--- src/rtl/fip_arith_unit.sv ---
// Signed fixed-point ADD/SUB/MUL/DIV unit with valid/ready handshakes and an iterative divider.
// Define FIP_SATURATE_EN to clamp overflowing results; otherwise they wrap.

module fip_arith_unit #(
  parameter int unsigned WIDTH = 32,
  parameter int unsigned FRAC  = 16,
  parameter int unsigned TAG_W = 4
) (
  input  logic             clk,
  input  logic             reset,
  input  logic             in_valid,
  output logic             in_ready,
  input  logic [1:0]       in_op,
  input  logic [WIDTH-1:0] in_a,
  input  logic [WIDTH-1:0] in_b,
  input  logic [TAG_W-1:0] in_tag,
  output logic             out_valid,
  input  logic             out_ready,
  output logic [WIDTH-1:0] out_data,
  output logic [TAG_W-1:0] out_tag,
  output logic             out_ovf,
  output logic             out_dz
);

  localparam int unsigned N     = WIDTH + FRAC;
  localparam int unsigned CNT_W = $clog2(N + 1);

  localparam logic [WIDTH-1:0] MAX_V = {1'b0, {(WIDTH-1){1'b1}}};
  localparam logic [WIDTH-1:0] MIN_V = {1'b1, {(WIDTH-1){1'b0}}};

  localparam logic [0:0] S_IDLE = 1'b0;
  localparam logic [0:0] S_DIV  = 1'b1;

  localparam logic [1:0] OP_ADD = 2'b00;
  localparam logic [1:0] OP_SUB = 2'b01;
  localparam logic [1:0] OP_MUL = 2'b10;
  localparam logic [1:0] OP_DIV = 2'b11;

`ifdef FIP_SATURATE_EN
  localparam bit SAT = 1'b1;
`else
  localparam bit SAT = 1'b0;
`endif

  logic [0:0]       state_q, state_d;
  logic [CNT_W-1:0] cnt_q, cnt_d;
  logic [WIDTH-1:0] rem_q, rem_d;
  logic [WIDTH-1:0] dvs_q, dvs_d;
  logic [N-1:0]     dq_q, dq_d;
  logic             neg_q, neg_d;
  logic [TAG_W-1:0] tag_q, tag_d;

  logic             out_valid_q, out_valid_d;
  logic [WIDTH-1:0] out_data_q, out_data_d;
  logic [TAG_W-1:0] out_tag_q, out_tag_d;
  logic             out_ovf_q, out_ovf_d;
  logic             out_dz_q, out_dz_d;

  logic                      accept;
  logic [WIDTH:0]            a_ext, b_ext, sum;
  logic                      sum_ovf;
  logic [WIDTH-1:0]          sum_res;
  logic signed [2*WIDTH-1:0] prod, prod_sh;
  logic                      mul_ovf;
  logic [WIDTH-1:0]          mul_res;
  logic [WIDTH-1:0]          a_mag, b_mag, dz_res;
  logic [WIDTH:0]            rem_sh;
  logic                      q_bit;
  logic [WIDTH-1:0]          rem_next;
  logic                      q_ovf;
  logic [WIDTH-1:0]          q_wrap, q_res;

  assign in_ready = !reset && (state_q == S_IDLE) && (!out_valid_q || out_ready);
  assign accept   = in_valid && in_ready;

  // Single-cycle datapath for ADD/SUB/MUL and divider operand preparation
  always_comb begin
    a_ext   = {in_a[WIDTH-1], in_a};
    b_ext   = {in_b[WIDTH-1], in_b};
    sum     = (in_op == OP_SUB) ? (a_ext - b_ext) : (a_ext + b_ext);
    sum_ovf = sum[WIDTH] ^ sum[WIDTH-1];
    sum_res = (sum_ovf && SAT) ? (sum[WIDTH] ? MIN_V : MAX_V) : sum[WIDTH-1:0];

    prod    = $signed({{WIDTH{in_a[WIDTH-1]}}, in_a}) * $signed({{WIDTH{in_b[WIDTH-1]}}, in_b});
    prod_sh = prod >>> FRAC;
    mul_ovf = !((&prod_sh[2*WIDTH-1:WIDTH-1]) || !(|prod_sh[2*WIDTH-1:WIDTH-1]));
    mul_res = (mul_ovf && SAT) ? (prod_sh[2*WIDTH-1] ? MIN_V : MAX_V) : prod_sh[WIDTH-1:0];

    a_mag  = in_a[WIDTH-1] ? (WIDTH'(0) - in_a) : in_a;
    b_mag  = in_b[WIDTH-1] ? (WIDTH'(0) - in_b) : in_b;
    dz_res = in_a[WIDTH-1] ? MIN_V : MAX_V;
  end

  // One restoring-division step; the dividend shifts out as quotient bits shift in
  always_comb begin
    rem_sh   = {rem_q, dq_q[N-1]};
    q_bit    = (rem_sh >= {1'b0, dvs_q});
    rem_next = q_bit ? WIDTH'(rem_sh - {1'b0, dvs_q}) : rem_sh[WIDTH-1:0];

    q_ovf  = neg_q ? ((|dq_q[N-1:WIDTH]) || (dq_q[WIDTH-1] && (|dq_q[WIDTH-2:0])))
                   : (|dq_q[N-1:WIDTH-1]);
    q_wrap = neg_q ? (WIDTH'(0) - dq_q[WIDTH-1:0]) : dq_q[WIDTH-1:0];
    q_res  = (q_ovf && SAT) ? (neg_q ? MIN_V : MAX_V) : q_wrap;
  end

  // Next-state and output-register logic
  always_comb begin
    state_d     = state_q;
    cnt_d       = cnt_q;
    rem_d       = rem_q;
    dvs_d       = dvs_q;
    dq_d        = dq_q;
    neg_d       = neg_q;
    tag_d       = tag_q;
    out_valid_d = out_valid_q && !out_ready;
    out_data_d  = out_data_q;
    out_tag_d   = out_tag_q;
    out_ovf_d   = out_ovf_q;
    out_dz_d    = out_dz_q;

    case (state_q)
      S_IDLE: begin
        if (accept) begin
          case (in_op)
            OP_ADD, OP_SUB: begin
              out_valid_d = 1'b1;
              out_data_d  = sum_res;
              out_tag_d   = in_tag;
              out_ovf_d   = sum_ovf;
              out_dz_d    = 1'b0;
            end
            OP_MUL: begin
              out_valid_d = 1'b1;
              out_data_d  = mul_res;
              out_tag_d   = in_tag;
              out_ovf_d   = mul_ovf;
              out_dz_d    = 1'b0;
            end
            OP_DIV: begin
              if (in_b == '0) begin
                out_valid_d = 1'b1;
                out_data_d  = dz_res;
                out_tag_d   = in_tag;
                out_ovf_d   = 1'b0;
                out_dz_d    = 1'b1;
              end else begin
                state_d = S_DIV;
                cnt_d   = '0;
                rem_d   = '0;
                dq_d    = {a_mag, FRAC'(0)};
                dvs_d   = b_mag;
                neg_d   = in_a[WIDTH-1] ^ in_b[WIDTH-1];
                tag_d   = in_tag;
              end
            end
            default: ;
          endcase
        end
      end
      S_DIV: begin
        if (cnt_q != CNT_W'(N)) begin
          rem_d = rem_next;
          dq_d  = {dq_q[N-2:0], q_bit};
          cnt_d = cnt_q + CNT_W'(1);
        end else begin
          out_valid_d = 1'b1;
          out_data_d  = q_res;
          out_tag_d   = tag_q;
          out_ovf_d   = q_ovf;
          out_dz_d    = 1'b0;
          state_d     = S_IDLE;
        end
      end
      default: state_d = S_IDLE;
    endcase
  end

  always_ff @(posedge clk or posedge reset) begin
    if (reset) begin
      state_q     <= S_IDLE;
      cnt_q       <= '0;
      rem_q       <= '0;
      dvs_q       <= '0;
      dq_q        <= '0;
      neg_q       <= 1'b0;
      tag_q       <= '0;
      out_valid_q <= 1'b0;
      out_data_q  <= '0;
      out_tag_q   <= '0;
      out_ovf_q   <= 1'b0;
      out_dz_q    <= 1'b0;
    end else begin
      state_q     <= state_d;
      cnt_q       <= cnt_d;
      rem_q       <= rem_d;
      dvs_q       <= dvs_d;
      dq_q        <= dq_d;
      neg_q       <= neg_d;
      tag_q       <= tag_d;
      out_valid_q <= out_valid_d;
      out_data_q  <= out_data_d;
      out_tag_q   <= out_tag_d;
      out_ovf_q   <= out_ovf_d;
      out_dz_q    <= out_dz_d;
    end
  end

  assign out_valid = out_valid_q;
  assign out_data  = out_data_q;
  assign out_tag   = out_tag_q;
  assign out_ovf   = out_ovf_q;
  assign out_dz    = out_dz_q;

endmodule

--- config.mk ---
export PLATFORM = sky130hd
export DESIGN_NAME = fip_arith_unit
export DESIGN_NICKNAME = d
export VERILOG_FILES = /design/src/rtl/fip_arith_unit.sv
export SDC_FILE = /design/constraint.sdc
export NUM_CORES = 2
export LEC_CHECK = 0
export CORE_AREA = 2 2 372 300
export DETAILED_ROUTE_END_ITERATION = 10
export DIE_AREA = 0 0 374 302
export SETUP_SLACK_MARGIN = 0.1
export SLEW_MARGIN = 0
export SYNTH_ARGS = -nofsm -noshare
export SYNTH_HDL_FRONTEND = slang
export SYNTH_SLANG_ARGS = --single-unit
--- constraint.sdc ---
create_clock -name clk -period 4.9 [get_ports clk]
set_clock_uncertainty 0.1 [all_clocks]
set_input_delay 0.735 -clock clk [delete_from_list [all_inputs] [get_ports clk]]
set_output_delay 0.735 -clock clk [all_outputs]
set_load 0.005 [all_outputs]
==> Yosys cells after proc, flatten, opt, wreduce, memory -nomap -nowiden <==
Index checks and enable logic that the tools add are counted.
{ "word_totals": {"regBits": 163, "latch_bits": 0, "ramBits": 0, "mem_bits_ro": 0, "memories": 0} }
{ "classes": {"addsub": 7, "multipliers": 1, "div": 0, "n_lt_le_gt_ge": 1, "n_eq_ne": 10, "n_shift": 0, "n_mux": 52, "n_bitwise": 4, "n_reduce_logical": 25} }
{ "op_table": {"columns": ["cell", "n"], "rows": [
  ["$mux 32", 12],
  ["$mux 48", 4],
  ["$pmux 32 s2", 2],
  ["$pmux 32 s3", 1],
  ["$pmux 48 s2", 1],
  ["$sub 1x32->32 const A", 3],
  ["$mul 32x32->64", 1],
  ["$reduce_or 17->1", 2],
  ["$add 32x32->33", 1],
  ["$ge 33x32->1", 1],
  ["$mux 33", 1],
  ["$sub 32x32->33", 1],
  ["$logic_not 32->1", 1],
  ["$sub 32x32->32", 1],
  ["$reduce_or 31->1", 1],
  ["$mux 6", 4],
  ["$reduce_and 17->1", 1],
  ["$pmux 4 s2", 2],
  ["$reduce_or 16->1", 1],
  ["$mux 1", 14],
  ["$mux 4", 3],
  ["$pmux 1 s2", 6],
  ["$pmux 6 s2", 1],
  ["$reduce_and 4->1", 2],
  ["other kinds (17)", 33]
]} }

==> Logic depth before layout (Yosys ltp) <==
{ "logic_depth": {"depth_word": 8, "ltp_mapped": 34} }

==> Worst setup path after synthesis <==
Ideal clock, no wire load.
{ "synth_timing": {"kind": "in2reg", "start": "in in_a[31]", "end": "reg out_ovf_q (netlist: out_ovf)", "setup_time_ps": 135, "t_arrival_ps": 9603, "slack_ps": -4938, "path_stages": 31, "n_path_buf": 4, "path_cell_list": "clkbuf_1 clkbuf_1 buf_1 nand2_1 inv_1 fa_1 inv_1 fa_1 inv_1 fa_1 fa_1 inv_1 fa_1 fa_1 fa_1 fa_1 inv_1 ha_1 clkbuf_1 nand2_1 o211ai_1 a211oi_1 o21ai_0 nand2b_1 a221o_1 o21a_1 or4b_1 nor4_1 nand4_1 o311ai_1 a31oi_1"} }
{ "synth_between": {"elab_chain_cells": 8} }
{ "synth_lines": {"columns": ["element", "line", "source"], "rows": [
  ["start: declaration", "14", "input logic [WIDTH-1:0] in_a,"],
  ["$mul 32x32->64", "84", "prod = $signed({{WIDTH{in_a[WIDTH-1]}}, in_a}) * $signed({{WIDTH{in_b[WIDTH-1]}}, in_b});"],
  ["$reduce_or 17->1", "86", "mul_ovf = !((&prod_sh[2*WIDTH-1:WIDTH-1]) || !(|prod_sh[2*WIDTH-1:WIDTH-1]));"],
  ["$logic_not 1->1", "86", null],
  ["$logic_or 1x1->1", "86", null],
  ["$logic_not 1->1", "86", null],
  ["$pmux 1 s3 (*)", "124", "case (in_op)"],
  ["$mux 1 (*)", "123", "if (accept) begin"],
  ["$pmux 1 s2 (*)", "121", "case (state_q)"],
  ["end signal: assignment", "203", "out_ovf_q <= out_ovf_d;"],
  ["end: declaration", "56", "logic out_ovf_q, out_ovf_d;"]
]} }
Mark *: on every way between the ends. The rest lies on a longest branch, timed or not. The select of a mux whose other input is x is not followed.
A chain may end at the register's enable or synchronous reset.

==> Worst setup path in the final report <==
{ "layout_timing": {"start": "in in_b[24]", "end": "reg out_ovf_q (netlist: out_ovf)"} }
{ "layout_between": {"elab_chain_cells": 8} }
{ "layout_lines": {"columns": ["element", "line", "source"], "rows": [
  ["start: declaration", "15", "input logic [WIDTH-1:0] in_b,"],
  ["$mul 32x32->64", "84", null],
  ["$reduce_or 17->1", "86", null],
  ["$logic_not 1->1", "86", null],
  ["$logic_or 1x1->1", "86", null],
  ["$logic_not 1->1", "86", null],
  ["$pmux 1 s3", "124", null],
  ["$mux 1", "123", null],
  ["$pmux 1 s2", "121", null]
]} }
Parallel ways exist; a longest one is shown, timed or not. The select of a mux whose other input is x is not followed.

==> impl_metrics.env <==
export IMPL_syn_area_mm2=0.0489
export IMPL_yosysUniqueCellTypes=90
export IMPL_fp_dieW_um=374
export IMPL_cp_buffers_inverters=4
export IMPL_path_max_fanout=18
export IMPL_antenna_found_initial=16
export IMPL_clockBufferDepth=2
export IMPL_synth_cells=5479
export IMPL_synth_fp_nets=6887
export IMPL_cpLargestDelayFamily="adder cells"
export IMPL_core_area_mm2=0.110
export IMPL_hold_viol_final=0
export IMPL_period_share_pct=172
export IMPL_rsz0062_at_grt="yes"
export IMPL_drt_iter0_drc=3581
export IMPL_synth_async_reset_ratio_pct=100
export IMPL_worstMarginPinSlew_ns=1.36
export IMPL_finalSetupViolations=33
export IMPL_drc=0
export IMPL_root_buffer="clkbuf_16"
export IMPL_io_pins=114
export IMPL_clkTransAtPathRegs_ns=0.07
export IMPL_min_period_ns=8.43
export IMPL_ys_seq_area_share_pct=8.34
export IMPL_htree_levels=4
export IMPL_drv_slew=0
export IMPL_vias=41764
export IMPL_routabilityCongestion=0.974
export IMPL_synth_most_common_cell="fa_1"
export IMPL_synth_commonest_cells="fa_1, inv_1, nand2_1"
export IMPL_grt_pass1_wl_mm=276
export IMPL_netlist_area_leader_share_pct=44.3
export IMPL_wl_mm=181
export IMPL_initial_utilization_pct=44.7
export IMPL_arrival_ns=8.64
export IMPL_drive_gt1_share_pct=23.2
export IMPL_core_rowCount=109
export IMPL_fillerInstances=9461
export IMPL_violations="negative setup slack"
export IMPL_fin_cells=7650
export IMPL_avgViaCountPerCell=5.46
export IMPL_endpoint_kind="flop"
export IMPL_cts_buffers=17
export IMPL_fmax_ghz=0.119
export IMPL_netlist_top_cells_area="fa_1, dfrtp_1, inv_1"
export IMPL_min_path_type="reg2reg"
export IMPL_critical_path_required_ns=5.12
export IMPL_syn2layout_area_growth_pct=28.9
export IMPL_port_buffers=113
export IMPL_ant_nets=0
export IMPL_outcome="finished with violations"
export IMPL_die_height_um=302
export IMPL_drt_pass1_iter_count=7
export IMPL_layout_setup_ws_ns=-3.53
export IMPL_max_cap_violations=0
export IMPL_grt_use_total_pct=32.9
export IMPL_grt_ovfl_total=0
export IMPL_synth_flop_cell="dfrtp_1"
export IMPL_crit_top_cell="fa_1"
export IMPL_avgSynthCellArea_um2=8.93
export IMPL_fin_nets=7595
export IMPL_die_area_mm2=0.113
export IMPL_slowest_stage="fa_2"
export IMPL_critPathMaxStageDelay_ns=0.61
export IMPL_synth_edf_count=0
export IMPL_yosys_area_top_type="fa_1"
export IMPL_tns_ns=-93.17
export IMPL_cp_start_kind="input port"
export IMPL_numClockSinks=163
export IMPL_insertion_delay_ns=0.44
export IMPL_ctsHoldBuffers=0
export IMPL_cts_tree="built"
export IMPL_slew_headroom_pct=9.08
export IMPL_grt_max_degree=123
export IMPL_hold_slack_ns=0.378
export IMPL_dp_hpwl_mm=134
export IMPL_crit_type="in2reg"
export IMPL_avgRoutedWirePerCell_um=23.7
export IMPL_ys_ff_latch=163
export IMPL_grt_pass1_vias=43524
export IMPL_dp_cells=7420
export IMPL_rrSetupSlack_ns=0.54
export IMPL_yosys_warnings=0
-- state kept, by name, summed over array words and instances (netlist names) --
signal,flops
out_data,32
out_ovf,1
neg_q,1
dq_q,48
state_q,1
out_valid,1
cnt_q,6
rem_q,32
tag_q,4
dvs_q,32
out_dz,1
out_tag,4
-- stage by stage --
step	setup slack (ns)	util [%]	cell area, µm²
after floorplan	-4.09	-	50300
after global placement	-4.61	52.5	57500
after detailed placement	-4.67	52.5	57500
after CTS	-3.41	56.8	62200
after global routing	-3.76	57.6	63100
final	-3.53	57.6	63100
-- cell type report --
cell class                      count  area, µm²  area share, %
Multi-Input combinational cell   4039      42200           67.0
Timing Repair Buffer             1028      10800           17.1
Sequential cell                   163       4080           6.47
Inverter                          938       3540           5.61
Tap cell                         1443       1810           2.86
Clock buffer                       18        439          0.696
Clock inverter                     14        166          0.264
Antenna cell                        7       17.5         0.0278
-- final timing paths --
check / from / depth (start not counted) / to
worst min-delay path: out_data[12] / 1 / out_data[12]
min in group asynchronous: reset / 2 / dvs_q[31]
worst max-delay path: in_b[24] / 26 / out_ovf
worst max register to register: dq_q[47] / 16 / rem_q[26]
max in group asynchronous: reset / 3 / out_tag[3]
worst min register to register: out_data[12] / 1 / out_data[12]
-- cell families after synthesis --
group                    count (synthesis)  synth area share [%]
flip-flops                             163                  8.34
AO/OA/AOI/OAI                          690                  8.75
XOR/XNOR                               218                  3.90
adder cells (fa/ha/maj)               1334                  50.7
AND/OR/NAND/NOR                       1773                  17.9
buffers and inverters                 1277                  9.84
multiplexers                            24                 0.506
-- repair_timing --
item | 4_1_cts | 5_1_grt
gates resized for setup | 639 | 155
setup endpoints to repair | 37 | 37
setup buffers | 117 | 45
pin swaps | 245 | 158
gates cloned | 42 | 0
-- layout by cell type, fill, tap and decap left out, types with 25 or more instances in the layout --
cell type           n
and2_1            489
bufbuf_16          25
fa_2               73
buf_8              25
o21a_1             25
nor3_1             29
ha_1              214
nand2b_1           35
a21o_1             39
buf_4             683
dfrtp_1           162
ha_4               36
or3_1              32
inv_1             896
o31ai_1            36
a21oi_1           145
nor2_1            162
inv_2              34
nand3_1            47
clkdlybuf4s50_1    48
xor2_1            105
xnor2_1            95
o21ai_1            27
nand2_1           745
o211ai_1           27
fa_1             1010
o21ai_0           178
buf_6              87
buf_12            112
and2_4             40
-- metal layers --
layer | wire (µm) | GRT usage (%) | up-vias
met3 | 17400 | 6.48 | 384
met4 | 10400 | 14.9 | 2
li1 | - | - | 18235
met1 | 74700 | 45.4 | 21271
met5 | 13 | 0.0820 | -
met2 | 78900 | 50.3 | 1872
Power is not shown: default switching activity piles up to over one toggle a cycle in this logic, so the estimate is an artifact.
